## src/rtl/gray_pkg.sv

```systemverilog
// Shared definitions for the pipelined Gray/binary converter: mode encoding,
// chunk sizing helper and the per-stage control payload.
package gray_pkg;

  localparam logic MODE_G2B = 1'b0;
  localparam logic MODE_B2G = 1'b1;

  function automatic int ceil_div(input int num, input int den);
    return (num + den - 1) / den;
  endfunction

  // Data travels beside this struct because its width is a module parameter.
  typedef struct packed {
    logic valid;
    logic mode;
    logic carry;
  } stage_ctrl_t;

endpackage

```

## src/rtl/gray_conv_stage.sv

```systemverilog
// One register stage of the converter. In Gray->binary mode it resolves the
// bits [HI:LO] of its chunk; binary->Gray is done entirely in stage 0.
module gray_conv_stage
  import gray_pkg::*;
#(
  parameter int WIDTH     = 8,
  parameter int STAGE_IDX = 0,
  parameter int CHUNK     = 4
) (
  input  logic             clk,
  input  logic             rst_n,
  input  logic             advance,
  input  logic             up_valid,
  input  logic             up_mode,
  input  logic             up_carry,
  input  logic [WIDTH-1:0] up_data,
  output logic             valid,
  output logic             mode,
  output logic             carry,
  output logic [WIDTH-1:0] data
);

  localparam int HI = WIDTH - 1 - STAGE_IDX * CHUNK;
  localparam int LO = (HI - CHUNK + 1 < 0) ? 0 : HI - CHUNK + 1;

  stage_ctrl_t      ctrl_q, ctrl_d;
  logic [WIDTH-1:0] data_q, data_d;
  logic [WIDTH-1:0] conv_data;
  logic             conv_carry;

  // Stages beyond the word (HI < 0) simply pass their payload along.
  always_comb begin
    conv_data  = up_data;
    conv_carry = up_carry;
    if (up_mode == MODE_G2B) begin
      for (int i = WIDTH - 1; i >= 0; i--) begin
        if (i <= HI && i >= LO) begin
          conv_carry   = conv_carry ^ up_data[i];
          conv_data[i] = conv_carry;
        end
      end
    end else if (STAGE_IDX == 0) begin
      conv_data = up_data ^ (up_data >> 1);
    end
  end

  always_comb begin
    ctrl_d = ctrl_q;
    data_d = data_q;
    if (advance) begin
      ctrl_d.valid = up_valid;
      if (up_valid) begin
        ctrl_d.mode  = up_mode;
        ctrl_d.carry = conv_carry;
        data_d       = conv_data;
      end
    end
  end

  always_ff @(posedge clk or negedge rst_n) begin
    if (!rst_n) begin
      ctrl_q <= '0;
      data_q <= '0;
    end else begin
      ctrl_q <= ctrl_d;
      data_q <= data_d;
    end
  end

  assign valid = ctrl_q.valid;
  assign mode  = ctrl_q.mode;
  assign carry = ctrl_q.carry;
  assign data  = data_q;

endmodule

```

## src/rtl/gray_conv_pipe.sv

```systemverilog
// Pipelined Gray<->binary converter with valid/ready on both sides.
// Define GRAY_CONV_HD_CHK_EN to build the sticky Hamming-distance checker.
module gray_conv_pipe
  import gray_pkg::*;
#(
  parameter int WIDTH  = 8,
  parameter int STAGES = 2
) (
  input  logic             clk,
  input  logic             rst_n,
  input  logic             in_valid,
  output logic             in_ready,
  input  logic             in_mode,
  input  logic [WIDTH-1:0] in_data,
  output logic             out_valid,
  input  logic             out_ready,
  output logic             out_mode,
  output logic [WIDTH-1:0] out_data,
  output logic             err_hd
);

  localparam int CHUNK = ceil_div(WIDTH, STAGES);

  logic [STAGES-1:0] st_valid;
  logic [STAGES-1:0] st_mode;
  logic [STAGES-1:0] st_carry;
  logic [WIDTH-1:0]  st_data [STAGES];
  logic [STAGES:0]   ready_chain;
  logic              carry_unused;

  // A stage may load when it is empty or its successor is moving on.
  always_comb begin
    ready_chain         = '0;
    ready_chain[STAGES] = out_ready;
    for (int k = STAGES - 1; k >= 0; k--) begin
      ready_chain[k] = !st_valid[k] || ready_chain[k+1];
    end
  end

  for (genvar k = 0; k < STAGES; k++) begin : g_stage
    if (k == 0) begin : g_first
      gray_conv_stage #(.WIDTH(WIDTH), .STAGE_IDX(k), .CHUNK(CHUNK)) u_stage (
        .clk      (clk),
        .rst_n    (rst_n),
        .advance  (ready_chain[k]),
        .up_valid (in_valid),
        .up_mode  (in_mode),
        .up_carry (1'b0),
        .up_data  (in_data),
        .valid    (st_valid[k]),
        .mode     (st_mode[k]),
        .carry    (st_carry[k]),
        .data     (st_data[k])
      );
    end else begin : g_next
      gray_conv_stage #(.WIDTH(WIDTH), .STAGE_IDX(k), .CHUNK(CHUNK)) u_stage (
        .clk      (clk),
        .rst_n    (rst_n),
        .advance  (ready_chain[k]),
        .up_valid (st_valid[k-1]),
        .up_mode  (st_mode[k-1]),
        .up_carry (st_carry[k-1]),
        .up_data  (st_data[k-1]),
        .valid    (st_valid[k]),
        .mode     (st_mode[k]),
        .carry    (st_carry[k]),
        .data     (st_data[k])
      );
    end
  end

  assign in_ready     = ready_chain[0];
  assign out_valid    = st_valid[STAGES-1];
  assign out_mode     = st_mode[STAGES-1];
  assign out_data     = st_data[STAGES-1];
  assign carry_unused = st_carry[STAGES-1];

`ifdef GRAY_CONV_HD_CHK_EN
  logic [WIDTH-1:0] last_gray_q, last_gray_d;
  logic             have_gray_q, have_gray_d;
  logic             err_hd_q, err_hd_d;

  // Consecutive Gray-coded inputs may differ in at most one bit.
  always_comb begin
    last_gray_d = last_gray_q;
    have_gray_d = have_gray_q;
    err_hd_d    = err_hd_q;
    if (in_valid && in_ready && in_mode == MODE_G2B) begin
      if (have_gray_q && $countones(in_data ^ last_gray_q) > 1) begin
        err_hd_d = 1'b1;
      end
      last_gray_d = in_data;
      have_gray_d = 1'b1;
    end
  end

  always_ff @(posedge clk or negedge rst_n) begin
    if (!rst_n) begin
      last_gray_q <= '0;
      have_gray_q <= 1'b0;
      err_hd_q    <= 1'b0;
    end else begin
      last_gray_q <= last_gray_d;
      have_gray_q <= have_gray_d;
      err_hd_q    <= err_hd_d;
    end
  end

  assign err_hd = err_hd_q;
`else
  assign err_hd = 1'b0;
`endif

endmodule

```

## config.mk

```make
export PLATFORM = sky130hd
export DESIGN_NAME = gray_conv_pipe
export DESIGN_NICKNAME = d
export VERILOG_FILES = /design/src/rtl/gray_pkg.sv /design/src/rtl/gray_conv_stage.sv /design/src/rtl/gray_conv_pipe.sv
export SDC_FILE = /design/constraint.sdc
export NUM_CORES = 1
export LEC_CHECK = 0
export CORE_MARGIN = 5
export CORE_UTILIZATION = 51
export DETAILED_ROUTE_END_ITERATION = 8
export MAX_ROUTING_LAYER = met4
export PLACE_DENSITY = 0.83
export SYNTH_ARGS = -nofsm -noshare
export SYNTH_HDL_FRONTEND = slang
export SYNTH_SLANG_ARGS = --single-unit
```

## constraint.sdc

```tcl
create_clock -name clk -period 2.7 [get_ports clk]
set_clock_uncertainty 0.1 [all_clocks]
set_input_delay 0.675 -clock clk [delete_from_list [all_inputs] [get_ports clk]]
set_output_delay 0.675 -clock clk [all_outputs]
set_load 0.03 [all_outputs]
```

==> flow_metrics.tcl, run 1 <==
set metrics [dict create \
    status "complete, no violations" \
    coreArea_mm2 0.00190 \
    via_count 706 \
    clkLatencyLatePin_ns 0.29 \
    dp.cells 144 \
    antenna_found_initial 0 \
    globalRouteOverflowTotal 0 \
    grt_pass1_wl_um 2950 \
    cts_root_buf "clkbuf_4" \
    cts_tree "yes" \
    fmax_mhz 438 \
    yosys.area.top_type_share_pct 53.0 \
    cts_sinks 21 \
    synth_edf_count 0 \
    crit_fanout 4 \
    ys_seq_area_share_pct 53.0 \
    drc 0 \
    cts_resized 0 \
    wl_um 1700 \
    yosysMostFrequentCell "nand2_1" \
    cpMaxStageDelayCell "clkdlybuf4s50_1" \
    cp_slowest_stage_delay_ns 0.41 \
    holdWs_ns 0.386 \
    die_w_um 54.1 \
    startpoint "out_ready" \
    critPathArrivalTime_ns 1.51 \
    async_reset_ff_share_pct 100 \
    syn_avg_cell_area_um2 10.3 \
    wire_per_inst_um 11.5 \
    yosysUniqueCellTypes 19 \
    syn_to_final_growth_pct 28.6 \
    min_period_ns 2.28 \
    hold_buffers 0 \
    fin_crit_sh_pct 84.6 \
    finalHoldViolCount 0 \
    dieHeight_um 54.1 \
    start_util_pct 52.2 \
    layout.cells.non_filler 148 \
    critPathKind "in -> out" \
    grtUsageTotal_pct 14.4 \
    grt_max_degree 22 \
    critPathBufInv 2 \
    fin_nets 135 \
    placementRows 16 \
    clk_pin_slew_worst_paths_ns 0.11 \
    htree_levels 1 \
    grt_setup_unrepaired "no" \
    synth_area_um2 992 \
    crit_family "buffers and inverters" \
    finalSetupTns_ns 0 \
    post-cts-setup-buffer-count 0 \
    slew_viol_final 0 \
    min_from "g_stage[1].g_next.u_stage.data[1]" \
    grt_pass1_vias 721 \
    antenna_left 0 \
    synth_common_cells "24 x nand2_1, 21 x dfrtp_1, 10 x o21ai_0, 10 x xnor2_1, 6 x xor2_1" \
    drive_gt1_share_pct 9.09 \
    die_area_mm2 0.00293 \
    power_leakage_nw 0.553 \
    ys_warn_count 0 \
    synth_cells 96 \
    synthFlopType "dfrtp_1" \
    gp_congestion 0.726 \
    crit_path_end_kind "output pin" \
    cp.required_ns 1.92 \
    synth-seq-cells 21 \
    finalSetupViolations 0 \
    synth_nets 109 \
    peakVddDrop_mv 0.400 \
    via_per_inst 4.77 \
    drt_iter0_drc 12 \
    clock_path_buffers 2 \
    start_kind "primary input" \
    io_buffers 23 \
    crit_chain "clkdlybuf4s50_1 -> nand3b_1 -> buf_4" \
    synthTopCellsByArea "dfrtp_1 53%, nand2_1 9.1%, xnor2_1 8.8%, mux2_2 5.7%, xor2_1 5.3%" \
    cts_buffers 3 \
    cap_violations 0 \
    dp_hpwl_um 1340 \
    r2r_start "g_stage[0].g_first.u_stage.data[2]" \
    drtPass1Iterations 4 \
    antenna_cells 0 \
    ios 25 \
    power.density_mw_per_mm2 747 \
    synth.largest_area_cell "dfrtp_1" \
    hold_class "reg -> reg" \
]
-- layer usage --
metal  GRT usage, %  vias to the layer above  wire length [µm]
li1               -                      359                 -
met1           16.6                      331               771
met2           23.8                       14               851
met3          0.831                        2                53
met4           9.96                        0                25
met5              -                        -                 0
-- report_power, final --
group          internal [mW]  switching, mW  leakage [nW]
clock network         0.0574         0.0883        0.0150
registers              0.385         0.0481         0.256
logic                  0.178          0.196         0.282
total                  0.621          0.333         0.553
-- layout make-up --
cell class | count | area, µm²
clock buffer | 4 | 26.3
timing repair buffer | 25 | 243
multi-input combinational | 71 | 448
sequential | 21 | 526
tap | 27 | 33.8
fill | 151 | 626
-- through the flow --
stage          instance area, µm²  util [%]  worst slack [ns]  total power, mW
2_1_floorplan                 992         -             0.746            0.665
3_3_place_gp                 1250      65.7             0.440            0.804
3_5_place_dp                 1250      65.7             0.420            0.819
4_1_cts                      1280      67.1             0.407            0.966
5_1_grt                      1280      67.1             0.331             1.01
6_report                     1280      67.1             0.417            0.954
-- tightest hold or removal path: cells and delay by family, from the launching register on --
family / cells / cell delay (ns)
AND/OR/NAND/NOR: 1 / 0.04
AO/OA/AOI/OAI: 1 / 0.05
flip-flops: 1 / 0.36
-- sequential cells by signal, indices dropped and copies added (netlist names) --
signal	cells
g_stage.g_first.u_stage.data	8
g_stage.g_next.u_stage.data	8
g_stage.g_first.u_stage.carry	1
g_stage.g_first.u_stage.mode	1
g_stage.g_first.u_stage.valid	1
g_stage.g_next.u_stage.mode	1
g_stage.g_next.u_stage.valid	1
-- path summary, 6_finish.rpt --
| check | endpoint | slack [ns] | cells past startpoint |
|---|---|---|---|
| max in group asynchronous | g_stage[0].g_first.u_stage.data[5] | 1.68 | 2 |
| min in group asynchronous | g_stage[0].g_first.u_stage.valid | 0.61 | 2 |
| worst max-delay path | in_ready | 0.42 | 3 |
| worst max register to register | g_stage[1].g_next.u_stage.data[0] | 0.99 | 4 |
| worst min register to register | g_stage[1].g_next.u_stage.data[1] | 0.39 | 2 |
| worst min-delay path | g_stage[1].g_next.u_stage.data[1] | 0.39 | 2 |
-- cells by family (layout without fill, tap and decap cells) --
group | Yosys count | after routing | share of synthesized area [%]
AND/OR/NAND/NOR | 36 | 36 | 16.0
flip-flops | 21 | 21 | 53.0
XOR/XNOR | 17 | 17 | 16.4
AO/OA/AOI/OAI | 12 | 12 | 6.68
multiplexers | 5 | 5 | 5.67
buffers and inverters | 4 | 29 | 1.89
other | 1 | 1 | 0.378
-- cells in the final DEF (no fill, tap or decap), drive strengths merged --
cell type,netlist,layout
and2,1,1
buf,1,3
clkbuf,3,4
clkdlybuf4s50,0,22
conb,1,1
dfrtp,21,21
mux2,5,5
nand2,24,24
nand2b,4,4
nand3,1,1
nand3b,1,1
nor2,3,3
nor2b,1,1
o2111ai,1,1
o21ai,10,10
o31ai,1,1
or4,1,1
xnor2,10,10
xnor3,1,1
xor2,6,6
Note: power is estimated with default switching activity, not from simulation.
==> inputs of run 2 (changes only) <==
--- a/config.mk
+++ b/config.mk
@@ -6,10 +6,10 @@
 export NUM_CORES = 1
 export LEC_CHECK = 0
 export CORE_MARGIN = 5
-export CORE_UTILIZATION = 51
+export CORE_UTILIZATION = 47
 export DETAILED_ROUTE_END_ITERATION = 8
 export MAX_ROUTING_LAYER = met4
-export PLACE_DENSITY = 0.83
+export PLACE_DENSITY = 0.77
 export SYNTH_ARGS = -nofsm -noshare
 export SYNTH_HDL_FRONTEND = slang
 export SYNTH_SLANG_ARGS = --single-unit
==> constraint.sdc (replaced) <==
create_clock -name clk -period 2.3 [get_ports clk]
set_clock_uncertainty 0.1 [all_clocks]
set_input_delay 0.575 -clock clk [delete_from_list [all_inputs] [get_ports clk]]
set_output_delay 0.575 -clock clk [all_outputs]
set_load 0.03 [all_outputs]
==> flow_metrics.tcl, run 2 (synthesis gave the netlist of run 1 again) <==
set metrics [dict create \
    coreArea_mm2 0.00198 \
    cts_buffers 3 \
    htree_levels 1 \
    crit_path_end_kind "output pin" \
    gp_congestion 0.721 \
    cp_num_cells 3 \
    critPathKind "in -> out" \
    fin_crit_sh_pct 91.0 \
    status "complete, no violations" \
    grt_max_degree 22 \
    fmax_mhz 478 \
    cts_resized 0 \
    dieHeight_um 55.9 \
    dp_hpwl_um 1420 \
    cap_violations 0 \
    drive_gt1_share_pct 9.92 \
    start_util_pct 50.1 \
    grtUsageTotal_pct 12.9 \
    power.density_mw_per_mm2 882 \
    dp.cells 144 \
    total_power_mw 1.13 \
    grt_setup_unrepaired "no" \
    globalRouteOverflowTotal 0 \
    grt_pass1_vias 752 \
    via_per_inst 4.75 \
    syn_to_final_growth_pct 29.0 \
    crit_chain "clkdlybuf4s50_1 -> nand3b_1 -> buf_4" \
    min_period_ns 2.09 \
    finalSetupTns_ns 0 \
    fin_nets 135 \
    cts_sinks 21 \
    fin_ws_ns 0.207 \
    finalSetupViolations 0 \
    antenna_left 0 \
    drc 0 \
    die_w_um 55.9 \
    antenna_cells 0 \
    io_buffers 23 \
    clk_pin_slew_worst_paths_ns 0.11 \
    post-cts-setup-buffer-count 0 \
    cts_tree "yes" \
    clock_path_buffers 2 \
    power_leakage_nw 0.552 \
    hold_class "reg -> reg" \
    grt_pass1_wl_um 3080 \
    cp_slowest_stage_delay_ns 0.41 \
    layout_common_cells "24 x nand2_1, 22 x clkdlybuf4s50_1, 21 x dfrtp_1" \
    drtPass1Iterations 4 \
    finalHoldViolCount 0 \
    worst_r2r_path_depth 4 \
    wire_per_inst_um 11.9 \
    place_area_mm2 0.00125 \
    wl_um 1760 \
    peakVddDrop_mv 0.527 \
    crit_family "buffers and inverters" \
    cts_root_buf "clkbuf_4" \
    die_area_mm2 0.00313 \
    critPathArrivalTime_ns 1.42 \
    final_common_cell "nand2_1" \
    crit_fanout 4 \
    pre_cts_slack_ns 0.194 \
    antenna_found_initial 0 \
    via_count 703 \
    ios 25 \
    holdPathStages 2 \
    drt_iter0_drc 10 \
    cpMaxStageDelayCell "clkdlybuf4s50_1" \
    clkLatencyLatePin_ns 0.31 \
    cp.required_ns 1.62 \
    placementRows 16 \
    final_area_mm2 0.00128 \
    fillers 157 \
    start_kind "primary input" \
    slew_viol_final 0 \
    critPathBufInv 2 \
    hold_buffers 0 \
    layout.cells.non_filler 148 \
]
[run 2: layer usage]
layer | vias up | GRT usage [%] | routed length, µm
met3 | 6 | 1.39 | 52
met5 | - | - | 0
met4 | 0 | 10.2 | 65
met1 | 318 | 13.8 | 728
met2 | 19 | 21.6 | 910
li1 | 360 | - | -
[run 2: worst paths after layout]
| path | end | slack (ns) | from |
|---|---|---|---|
| min | g_stage[1].g_next.u_stage.data[2] | 0.39 | g_stage[1].g_next.u_stage.data[2] |
| max | in_ready | 0.21 | out_ready |
| min reg2reg | g_stage[1].g_next.u_stage.data[2] | 0.39 | g_stage[1].g_next.u_stage.data[2] |
| max in group asynchronous | g_stage[1].g_next.u_stage.data[2] | 1.40 | rst_n |
| min in group asynchronous | g_stage[0].g_first.u_stage.data[7] | 0.49 | rst_n |
| max reg2reg | g_stage[1].g_next.u_stage.data[0] | 0.62 | g_stage[0].g_first.u_stage.data[2] |
[run 2: worst reg2reg max path, stage by stage, from the launching register on]
cell	delay [ns]
dfrtp_1	0.42
xnor3_1	0.45
xor2_1	0.18
or4_1	0.40
nand3_1	0.09
[run 2: power breakdown]
part / internal [mW] / total (mW) / switching, mW
Combinational: 0.209 / 0.441 / 0.232
Sequential: 0.452 / 0.509 / 0.0563
Clock: 0.0663 / 0.179 / 0.113
Total: 0.728 / 1.13 / 0.401
[run 2: cell type report]
class	instances	area (µm²)	area share, %
sequential	21	526	41.1
multi-input combinational	71	448	35.0
timing repair buffer	25	243	19.0
tap	27	33.8	2.64
clock buffer	3	22.5	1.76
clock inverter	1	7.51	0.587
[run 2: per-stage QoR]
| stage | hold slack (ns) | util, % |
|---|---|---|
| 2_1_floorplan | 0.179 | - |
| 3_3_place_gp | 0.357 | 63.1 |
| 3_5_place_dp | 0.370 | 63.1 |
| 4_1_cts | 0.396 | 64.6 |
| 5_1_grt | 0.424 | 64.6 |
| 6_report | 0.387 | 64.6 |
==> inputs of run 3 (changes only) <==
--- a/config.mk
+++ b/config.mk
@@ -10,6 +10,7 @@
 export DETAILED_ROUTE_END_ITERATION = 8
 export MAX_ROUTING_LAYER = met4
 export PLACE_DENSITY = 0.77
+export REMOVE_ABC_BUFFERS = 1
 export SYNTH_ARGS = -nofsm -noshare
 export SYNTH_HDL_FRONTEND = slang
 export SYNTH_SLANG_ARGS = --single-unit
==> flow_metrics.tcl, run 3 (synthesis gave the netlist of run 1 again) <==
set metrics [dict create \
    cp.required_ns 1.62 \
    drtPass1Iterations 4 \
    min_from "g_stage[1].g_next.u_stage.data[1]" \
    io_buffers 23 \
    fin_nets 136 \
    power_switching_mw 0.389 \
    dp_hpwl_um 1400 \
    syn_to_final_growth_pct 29.5 \
    clkLatencyLatePin_ns 0.29 \
    power.density_mw_per_mm2 870 \
    critPathArrivalTime_ns 1.41 \
    clock_path_buffers 2 \
    final_area_mm2 0.00128 \
    grt_pass1_wl_um 3250 \
    grt_pass1_vias 755 \
    antenna_found_initial 0 \
    placementRows 16 \
    antenna_cells 0 \
    fin_ws_ns 0.219 \
    drive_gt1_share_pct 10.7 \
    via_count 707 \
    min_period_ns 2.08 \
    total_power_mw 1.12 \
    final_common_cell "nand2_1" \
    gp_congestion 0.762 \
    drt_iter0_drc 3 \
    cts_root_buf "clkbuf_4" \
    wire_per_inst_um 11.8 \
    finalSetupTns_ns 0 \
    peakVddDrop_mv 0.601 \
    die_area_mm2 0.00313 \
    place_area_mm2 0.00126 \
    start_util_pct 50.1 \
    seq_power_share_pct 45.4 \
    layout_common_cells "24 x nand2_1, 22 x clkdlybuf4s50_1, 21 x dfrtp_1" \
    cts_tree "yes" \
    coreArea_mm2 0.00198 \
    crit_fanout 4 \
    worst_r2r_path_depth 4 \
    pwr-share-clk_pct 15.2 \
    cts_resized 0 \
    worst_hold_path.endpoint "g_stage[1].g_next.u_stage.data[1]" \
    slew_viol_final 0 \
    clk_pin_slew_worst_paths_ns 0.12 \
    critPathKind "in -> out" \
    r2r_start "g_stage[0].g_first.u_stage.data[2]" \
    fmax_mhz 480 \
    start_kind "primary input" \
    grt_setup_unrepaired "no" \
    via_per_inst 4.74 \
    dieHeight_um 55.9 \
    drc 0 \
    power_leakage_nw 0.560 \
    globalRouteOverflowTotal 0 \
    holdPathStages 2 \
    ios 25 \
    cts_sinks 21 \
    grtUsageTotal_pct 13.3 \
    r2r-end "g_stage[1].g_next.u_stage.data[0]" \
    power.internal_mw 0.728 \
    htree_levels 1 \
    fin_crit_sh_pct 90.5 \
    hold_buffers 0 \
    crit_path_end_kind "output pin" \
    reg2reg_slack_ns 0.64 \
    pwr-share-comb_pct 39.4 \
    cap_violations 0 \
    post-cts-setup-buffer-count 0 \
    swShare_pct 34.8 \
    status "complete, no violations" \
    fillers 160 \
    hold_class "reg -> reg" \
    finalHoldViolCount 0 \
    wl_um 1760 \
    antenna_left 0 \
    die_w_um 55.9 \
    finalSetupViolations 0 \
    pre_cts_slack_ns 0.229 \
    grt_max_degree 22 \
    cts_buffers 3 \
]
## run 3: changes by cell type in the layout (fill, tap and decap cells not counted)
cell,previous run,this run
clkinv_2,0,1
buf_4,3,4
clkinvlp_4,1,0
## run 3: critical path: stages
cell	delay, ns
clkdlybuf4s50_1	0.41
nand3b_1	0.22
buf_4	0.20
## run 3: per-layer routing
| metal | vias to the layer above | global-route usage, % | part of all wire, % |
|---|---|---|---|
| met1 | 323 | 15.6 | 46 |
| met3 | 2 | 3.94 | 4.5 |
| met4 | 0 | 3.05 | 0.74 |
| met2 | 18 | 22.5 | 48 |
| met5 | - | - | 0 |
| li1 | 364 | - | - |
## run 3: final cells by class
type                       instances  area, µm²  area share (%)
clock buffer                       3       22.5            1.75
timing repair buffer              26        250            19.5
tap                               27       33.8            2.63
clock inverter                     1       5.00           0.389
multi-input combinational         71        448            34.9
sequential                        21        526            40.9
## run 3: power by group through the flow
stage | clock network, mW | logic [mW] | registers, mW
3_3_place_gp | 0 | 0.438 | 0.510
3_5_place_dp | 0 | 0.446 | 0.515
6_report | 0.170 | 0.440 | 0.507
4_1_cts | 0.179 | 0.447 | 0.508
2_1_floorplan | 0 | 0.160 | 0.617
5_1_grt | 0.197 | 0.480 | 0.519
## run 3: worst max-delay path by stage
stage,from,endpoint,slack (ns),depth (start not counted)
after detailed placement,out_ready,in_ready,0.23,3
after CTS,out_ready,in_ready,0.22,3
after global placement,out_ready,in_ready,0.24,3
final,out_ready,in_ready,0.22,3
after floorplan,out_ready,g_stage[0].g_first.u_stage.data[0],0.55,3
after global routing,out_ready,in_ready,0.17,3
## run 3: metrics by stage
stage | util (%) | instances | hold slack, ns
floorplan | - | 92 | 0.179
global placement | 63.4 | 145 | 0.358
detailed placement | 63.4 | 145 | 0.369
CTS | 64.8 | 149 | 0.398
global route | 64.8 | 149 | 0.428
finish | 64.8 | 149 | 0.392
